File: src/rtl/fetch_pkg.sv
// fetch_pkg: shared definitions for the instruction fetch block.
//   NOP_INSTR_DEF - instruction word shown when no valid instruction is held
//   RESET_PC_DEF  - default first fetch address after reset
//   state_e       - fetch FSM state encodings
//   pc_plus4()    - sequential next-PC helper (32-bit modulo)
package fetch_pkg;

  localparam logic [31:0] NOP_INSTR_DEF = 32'h0000_0013;
  localparam logic [31:0] RESET_PC_DEF  = 32'h3000_0000;

  typedef enum logic [1:0] {
    S_AR   = 2'd0,  // read-address phase, arvalid high
    S_R    = 2'd1,  // read-data phase, rready high
    S_HOLD = 2'd2   // instruction presented downstream, commit high
  } state_e;

  function automatic logic [31:0] pc_plus4(input logic [31:0] pc);
    return pc + 32'd4;
  endfunction

endpackage

File: src/rtl/fetch_if.sv
// fetch_if: AXI-lite style read channel between the fetch unit and memory.
//   master (fetch side): drives arvalid/araddr/rready, receives arready/rvalid/rdata/rresp
//   slave  (memory side): the mirror image
interface fetch_if;

  logic        arvalid;
  logic [31:0] araddr;
  logic        arready;
  logic        rvalid;
  logic [31:0] rdata;
  logic [1:0]  rresp;
  logic        rready;

  modport master (
    output arvalid, araddr, rready,
    input  arready, rvalid, rdata, rresp
  );

  modport slave (
    input  arvalid, araddr, rready,
    output arready, rvalid, rdata, rresp
  );

endinterface

File: src/rtl/fetch.sv
// fetch: single-outstanding instruction fetch unit.
//   clk, rst            - clock, asynchronous active-low reset
//   ctrl_i_fetch_stall  - downstream cannot take the held instruction
//   exe_i_redirect(_pc) - control-flow redirect and its target
//   io_master           - read-address / read-data channel to memory
//   fetch_o_instr/pc/pre_pc/commit/fault - instruction handed downstream
// The FSM walks S_AR -> S_R -> S_HOLD; only one read is ever in flight, so
// arvalid and rready are never asserted together.
module fetch
  import fetch_pkg::*;
#(
  parameter logic [31:0] RESET_PC  = RESET_PC_DEF,
  parameter logic [31:0] NOP_INSTR = NOP_INSTR_DEF
) (
  input  logic         clk,
  input  logic         rst,
  input  logic         ctrl_i_fetch_stall,
  input  logic         exe_i_redirect,
  input  logic [31:0]  exe_i_redirect_pc,
  fetch_if.master      io_master,
  output logic [31:0]  fetch_o_instr,
  output logic [31:0]  fetch_o_pc,
  output logic [31:0]  fetch_o_pre_pc,
  output logic         fetch_o_commit,
  output logic         fetch_o_fault
);

  state_e      state_q, state_d;
  logic [31:0] pc_q, pc_d;
  logic [31:0] instr_q, instr_d;
  logic        fault_q, fault_d;
  logic        discard_q, discard_d;
  logic        ar_hs;
  logic        r_hs;

  // arvalid is gated by rst so it is low for the whole reset period and rises
  // in the first cycle after release.
  assign io_master.arvalid = (state_q == S_AR) && rst;
  assign io_master.araddr  = pc_q;
  assign io_master.rready  = (state_q == S_R);

  assign ar_hs = io_master.arvalid && io_master.arready;
  assign r_hs  = io_master.rvalid && io_master.rready;

  assign fetch_o_commit = (state_q == S_HOLD);
  assign fetch_o_instr  = fetch_o_commit ? instr_q : NOP_INSTR;
  assign fetch_o_pc     = pc_q;
  assign fetch_o_pre_pc = pc_plus4(pc_q);
  assign fetch_o_fault  = fault_q;

  always_comb begin
    state_d   = state_q;
    pc_d      = pc_q;
    instr_d   = instr_q;
    fault_d   = fault_q;
    discard_d = discard_q;

    case (state_q)
      S_AR: begin
        if (ar_hs) begin
          state_d = S_R;
          // A redirect coincident with the address handshake cannot cancel
          // the read; the returning data is dropped instead.
          if (exe_i_redirect) begin
            discard_d = 1'b1;
            pc_d      = exe_i_redirect_pc;
          end
        end else if (exe_i_redirect) begin
          pc_d = exe_i_redirect_pc;
        end
      end

      S_R: begin
        // pc already holds the pending redirect target while discarding, so a
        // later redirect simply overwrites it.
        if (exe_i_redirect) begin
          pc_d = exe_i_redirect_pc;
        end
        if (r_hs) begin
          if (discard_q || exe_i_redirect) begin
            discard_d = 1'b0;
            state_d   = S_AR;
          end else begin
            instr_d = io_master.rdata;
            fault_d = |io_master.rresp;
            state_d = S_HOLD;
          end
        end else if (exe_i_redirect) begin
          discard_d = 1'b1;
        end
      end

      S_HOLD: begin
        // Redirect takes priority over stall.
        if (exe_i_redirect) begin
          pc_d    = exe_i_redirect_pc;
          instr_d = NOP_INSTR;
          fault_d = 1'b0;
          state_d = S_AR;
        end else if (!ctrl_i_fetch_stall) begin
          pc_d    = pc_plus4(pc_q);
          instr_d = NOP_INSTR;
          fault_d = 1'b0;
          state_d = S_AR;
        end
      end

      default: begin
        state_d = S_AR;
      end
    endcase
  end

  always_ff @(posedge clk or negedge rst) begin
    if (!rst) begin
      state_q   <= S_AR;
      pc_q      <= RESET_PC;
      instr_q   <= NOP_INSTR;
      fault_q   <= 1'b0;
      discard_q <= 1'b0;
    end else begin
      state_q   <= state_d;
      pc_q      <= pc_d;
      instr_q   <= instr_d;
      fault_q   <= fault_d;
      discard_q <= discard_d;
    end
  end

endmodule

File: src/flat_wrapper.sv
// flat-port wrapper written by rule: the top's interface ports become plain ports
module fetch_flat import fetch_pkg::*;
#(
  parameter logic [31:0] RESET_PC  = RESET_PC_DEF,
  parameter logic [31:0] NOP_INSTR = NOP_INSTR_DEF
)
  (clk, rst, ctrl_i_fetch_stall, exe_i_redirect, exe_i_redirect_pc, fetch_o_instr, fetch_o_pc, fetch_o_pre_pc, fetch_o_commit, fetch_o_fault, io_master_arvalid, io_master_araddr, io_master_rready, io_master_arready, io_master_rvalid, io_master_rdata, io_master_rresp);
  fetch_if io_master_i ();
  input  logic clk;
  input  logic rst;
  input  logic ctrl_i_fetch_stall;
  input  logic exe_i_redirect;
  input  logic [31:0] exe_i_redirect_pc;
  output logic [31:0] fetch_o_instr;
  output logic [31:0] fetch_o_pc;
  output logic [31:0] fetch_o_pre_pc;
  output logic fetch_o_commit;
  output logic fetch_o_fault;
  output wire logic [$bits(io_master_i.arvalid)-1:0] io_master_arvalid;
  output wire logic [$bits(io_master_i.araddr)-1:0] io_master_araddr;
  output wire logic [$bits(io_master_i.rready)-1:0] io_master_rready;
  input wire logic [$bits(io_master_i.arready)-1:0] io_master_arready;
  input wire logic [$bits(io_master_i.rvalid)-1:0] io_master_rvalid;
  input wire logic [$bits(io_master_i.rdata)-1:0] io_master_rdata;
  input wire logic [$bits(io_master_i.rresp)-1:0] io_master_rresp;
  assign io_master_arvalid = io_master_i.arvalid;
  assign io_master_araddr = io_master_i.araddr;
  assign io_master_rready = io_master_i.rready;
  assign io_master_i.arready = io_master_arready;
  assign io_master_i.rvalid = io_master_rvalid;
  assign io_master_i.rdata = io_master_rdata;
  assign io_master_i.rresp = io_master_rresp;
  fetch #(.RESET_PC(RESET_PC), .NOP_INSTR(NOP_INSTR)) u_core (.clk(clk), .rst(rst), .ctrl_i_fetch_stall(ctrl_i_fetch_stall), .exe_i_redirect(exe_i_redirect), .exe_i_redirect_pc(exe_i_redirect_pc), .io_master(io_master_i), .fetch_o_instr(fetch_o_instr), .fetch_o_pc(fetch_o_pc), .fetch_o_pre_pc(fetch_o_pre_pc), .fetch_o_commit(fetch_o_commit), .fetch_o_fault(fetch_o_fault));
endmodule
File: config.mk
export PLATFORM = sky130hd
export DESIGN_NAME = fetch_flat
export DESIGN_NICKNAME = d
export VERILOG_FILES = /design/src/rtl/fetch_pkg.sv /design/src/rtl/fetch_if.sv /design/src/rtl/fetch.sv /design/src/flat_wrapper.sv
export SDC_FILE = /design/constraint.sdc
export NUM_CORES = 1
export LEC_CHECK = 0
export CORE_ASPECT_RATIO = 0.75
export CORE_MARGIN = 5
export CORE_UTILIZATION = 25
export DETAILED_ROUTE_END_ITERATION = 6
export HOLD_SLACK_MARGIN = 0.15
export PLACE_DENSITY = 0.54
export SYNTH_ARGS = -nofsm -noshare
export SYNTH_HDL_FRONTEND = slang
export SYNTH_SLANG_ARGS = --single-unit
File: constraint.sdc
create_clock -name clk -period 2.6 [get_ports clk]
set_input_delay 0.39 -clock clk [delete_from_list [all_inputs] [get_ports clk]]
set_output_delay 0.39 -clock clk [all_outputs]
set_load 0.03 [all_outputs]
==> flow_metrics.py <==
metrics = {
    "route": {
        "wl_per_cell_microns": 16.7,
        "dr.pass1.iters": 4,
        "avgViaCountPerCell": 4.65,
        "ant_nets": 0,
        "drc": 0,
        "drt_iter0_drc": 261,
        "via_count": 4597,
        "wl_mm": 16.5,
    },
    "layout": {
        "drive_gt1_frac": 0.217,
        "antenna_cells": 0,
        "finalNetCount": 809,
        "area_delta_synth_final_pct": 63.7,
        "layout_common_cells": "clkdlybuf4s50_1 (171), nand2_1 (89), dfrtp_1 (55)",
        "mostFrequentLayoutCell": "clkdlybuf4s50_1",
    },
    "logic_synthesis": {
        "ys_async_sr_fraction": 1.00,
        "ys_warn_count": 0,
        "ys_seq_area_frac": 0.365,
        "synth_area_sq_um": 4670,
        "dominantRegCellSynth": "dfrtp_1",
        "ys_seq_elements": 68,
        "synth_nets": 617,
        "synth_cells": 544,
        "ys_types": 59,
        "synth.avg_cell_area_sq_um": 8.59,
        "synth_edf_count": 0,
    },
    "grt": {
        "overflow": 0,
        "antenna_found_initial": 1,
        "grt_max_degree": 59,
        "grt_pass1_wl_mm": 25.6,
        "track_usage": 0.148,
        "grt_pass1_vias": 4612,
    },
    "worst_setup_path": {
        "critPathRequiredTime_ps": 2210,
        "r2r_start": "u_core.fetch_o_pc[3]",
        "worstSetupEndpointType": "output port",
        "regToRegSetupSlack_ps": 640,
        "arrival_ps": 2170,
        "start_kind": "flop",
        "crit_fanout": 5,
        "r2r_end": "u_core.fetch_o_pc[17]",
        "r2r_cells": 9,
        "path_class": "reg2out",
    },
    "floorplan": {
        "core_area_sq_um": 18500,
        "rows": 43,
        "chipWidth_microns": 168,
        "start_util": 0.253,
        "die_area_sq_um": 21600,
        "die_y_microns": 128,
        "io_pins": 204,
    },
    "worst_hold_path": {
        "hold_path.class": "in2async",
    },
    "sta": {
        "worstMarginPinSlew_ps": 528,
        "min_period_ps": 2560,
        "setup_violations": 0,
        "slew_headroom": 0.646,
        "rsz0062_at_grt": "true",
        "fin_ws_ps": 36.6,
        "hold_ws_ps": 169,
        "hold_viol_final": 0,
        "fin_crit_sh": 0.986,
        "max_freq_mhz": 390,
        "clock_skew_ps": 3.27,
        "report.final.slew_viol_count": 0,
    },
    "placed_design": {
        "io_buffers": 203,
        "gp_congestion": 0.787,
        "dp.final_hpwl_mm": 12.5,
        "post-place-ws_ps": 121,
    },
    "run": {
        "maxCapViolCount": 0,
    },
    "cts": {
        "postCtsHoldBufs": 0,
        "clkSinkCount": 68,
        "cts_buffer_depth": 2,
        "cts_max_level": 3,
        "cts-root-buf": "clkbuf_16",
        "clk_latency_ps": 330,
        "cts_tree": "built",
        "numCtsBuffers": 9,
        "clkTransAtPathRegs_ps": 60,
    },
    "power_and_ir_drop": {
        "clockPowerShare": 0.281,
        "intPower_mw": 3.10,
        "netSwitchingFraction": 0.354,
        "switchingPower_mw": 1.69,
        "p_leak_nw": 3.30,
        "seq_power_share": 0.338,
        "max-vdd-ir-drop_mv": 0.271,
        "cellPowerDensity_nw_per_um2": 626,
        "comb_power_share": 0.381,
    },
    "run_status": {
        "outcome": "complete, no violations",
    },
}
==> through the flow <==
step                area, sq um  TNS, ps  cells  power (mW)   util
global placement           7040        0    955        3.40  0.381
finish                     7650        0    988        4.79  0.415
CTS                        7480        0    978        4.82  0.405
detailed placement         7040        0    955        3.44  0.381
floorplan                  4700        0    544        2.65      -
global route               7650     -214    988        5.06  0.415
==> routing by layer <==
metal | up-vias | routed length (microns) | GRT usage
met3 | 12 | 889 | 0.0350
met1 | 2191 | 7820 | 0.208
met5 | - | 0 | 0
met4 | 0 | 159 | 0.0329
li1 | 2241 | - | -
met2 | 153 | 7640 | 0.233
==> how the worst max path moves through the flow <==
| stage | start | to | slack (ps) | cells past startpoint |
|---|---|---|---|---|
| final | u_core.fetch_o_pc[3] | fetch_o_pre_pc[27] | 40 | 8 |
| after detailed placement | u_core.fetch_o_pc[3] | fetch_o_pre_pc[16] | 120 | 8 |
| after floorplan | u_core.fetch_o_pc[3] | fetch_o_pre_pc[28] | 20 | 6 |
| after global placement | u_core.fetch_o_pc[3] | fetch_o_pre_pc[8] | 160 | 6 |
| after CTS | u_core.fetch_o_pc[3] | fetch_o_pre_pc[28] | 4 | 8 |
| after global routing | u_core.fetch_o_pc[2] | fetch_o_pre_pc[27] | -70 | 8 |
==> registers in the layout (all words and copies together) (netlist names) <==
register	cells
u_core.fetch_o_pc	32
u_core.state_q	2
u_core.discard_q	1
u_core.fetch_o_fault	1
u_core.instr_q	32
==> synthesized netlist by cell type (all sizes together) (4+ instances only) <==
master   count  share of area
nand2       95          0.079
dfrtp       63           0.34
buf         57          0.086
o21ai       43          0.046
and2        31          0.042
xnor2       23          0.043
inv         22          0.018
clkbuf      20          0.016
nor2        19          0.016
a21oi       16          0.018
a211oi      14          0.022
nand3       12          0.018
o211ai      11          0.028
and4        10          0.019
nand4       10          0.015
or3         10          0.013
mux2i        9          0.019
nor3         8          0.011
a311o        7          0.015
dfstp        5          0.028
a2bb2oi      4         0.0075
a31o         4         0.0075
nand2b       4         0.0054
nor3b        4         0.0064
nor4         4          0.013
==> cells by family after synthesis <==
family,synth area share
buffers and inverters,0.120
DFF,0.365
xor gates and xnor gates,0.0487
muxes,0.0265
and+or+nand+nor,0.254
AOI/OAI and AO/OA,0.183
adders and majority gates,0.00268
==> power by group through the flow <==
stage / Sequential (mW) / Combinational (mW) / Clock [mW]
6_report: 1.62 / 1.82 / 1.35
2_1_floorplan: 1.71 / 0.935 / 0
3_5_place_dp: 1.63 / 1.81 / 0
4_1_cts: 1.62 / 1.81 / 1.38
3_3_place_gp: 1.61 / 1.79 / 0
5_1_grt: 1.67 / 1.96 / 1.44
==> timing repair <==
| item | in CTS | in global routing |
|---|---|---|
| resized for setup | 16 | 29 |
| setup buffers | 7 | 9 |
| endpoints found under the hold margin | 0 | 0 |
| pin swaps | 5 | 9 |
| setup endpoints to repair | 21 | 45 |
| cloned | 1 | 1 |
==> area by class of cell <==
class	instances	area, sq um
multi-input cells	377	2570
inverters	22	82.6
clock inverters	5	85.1
repair buffers	258	2640
fillers	1811	10800
well taps	247	309
clock buffers	11	243
flip-flops and latches	68	1720
==> critical path, cell delays in order, from the launching register on <==
cell     delay, ps
dfrtp_2        390
buf_6          100
nand4_1        110
buf_6          160
nor4_4         280
buf_6          180
nand4_1        180
xnor2_2        280
buf_12         150
No activity file was read; power rests on OpenSTA's default activity.
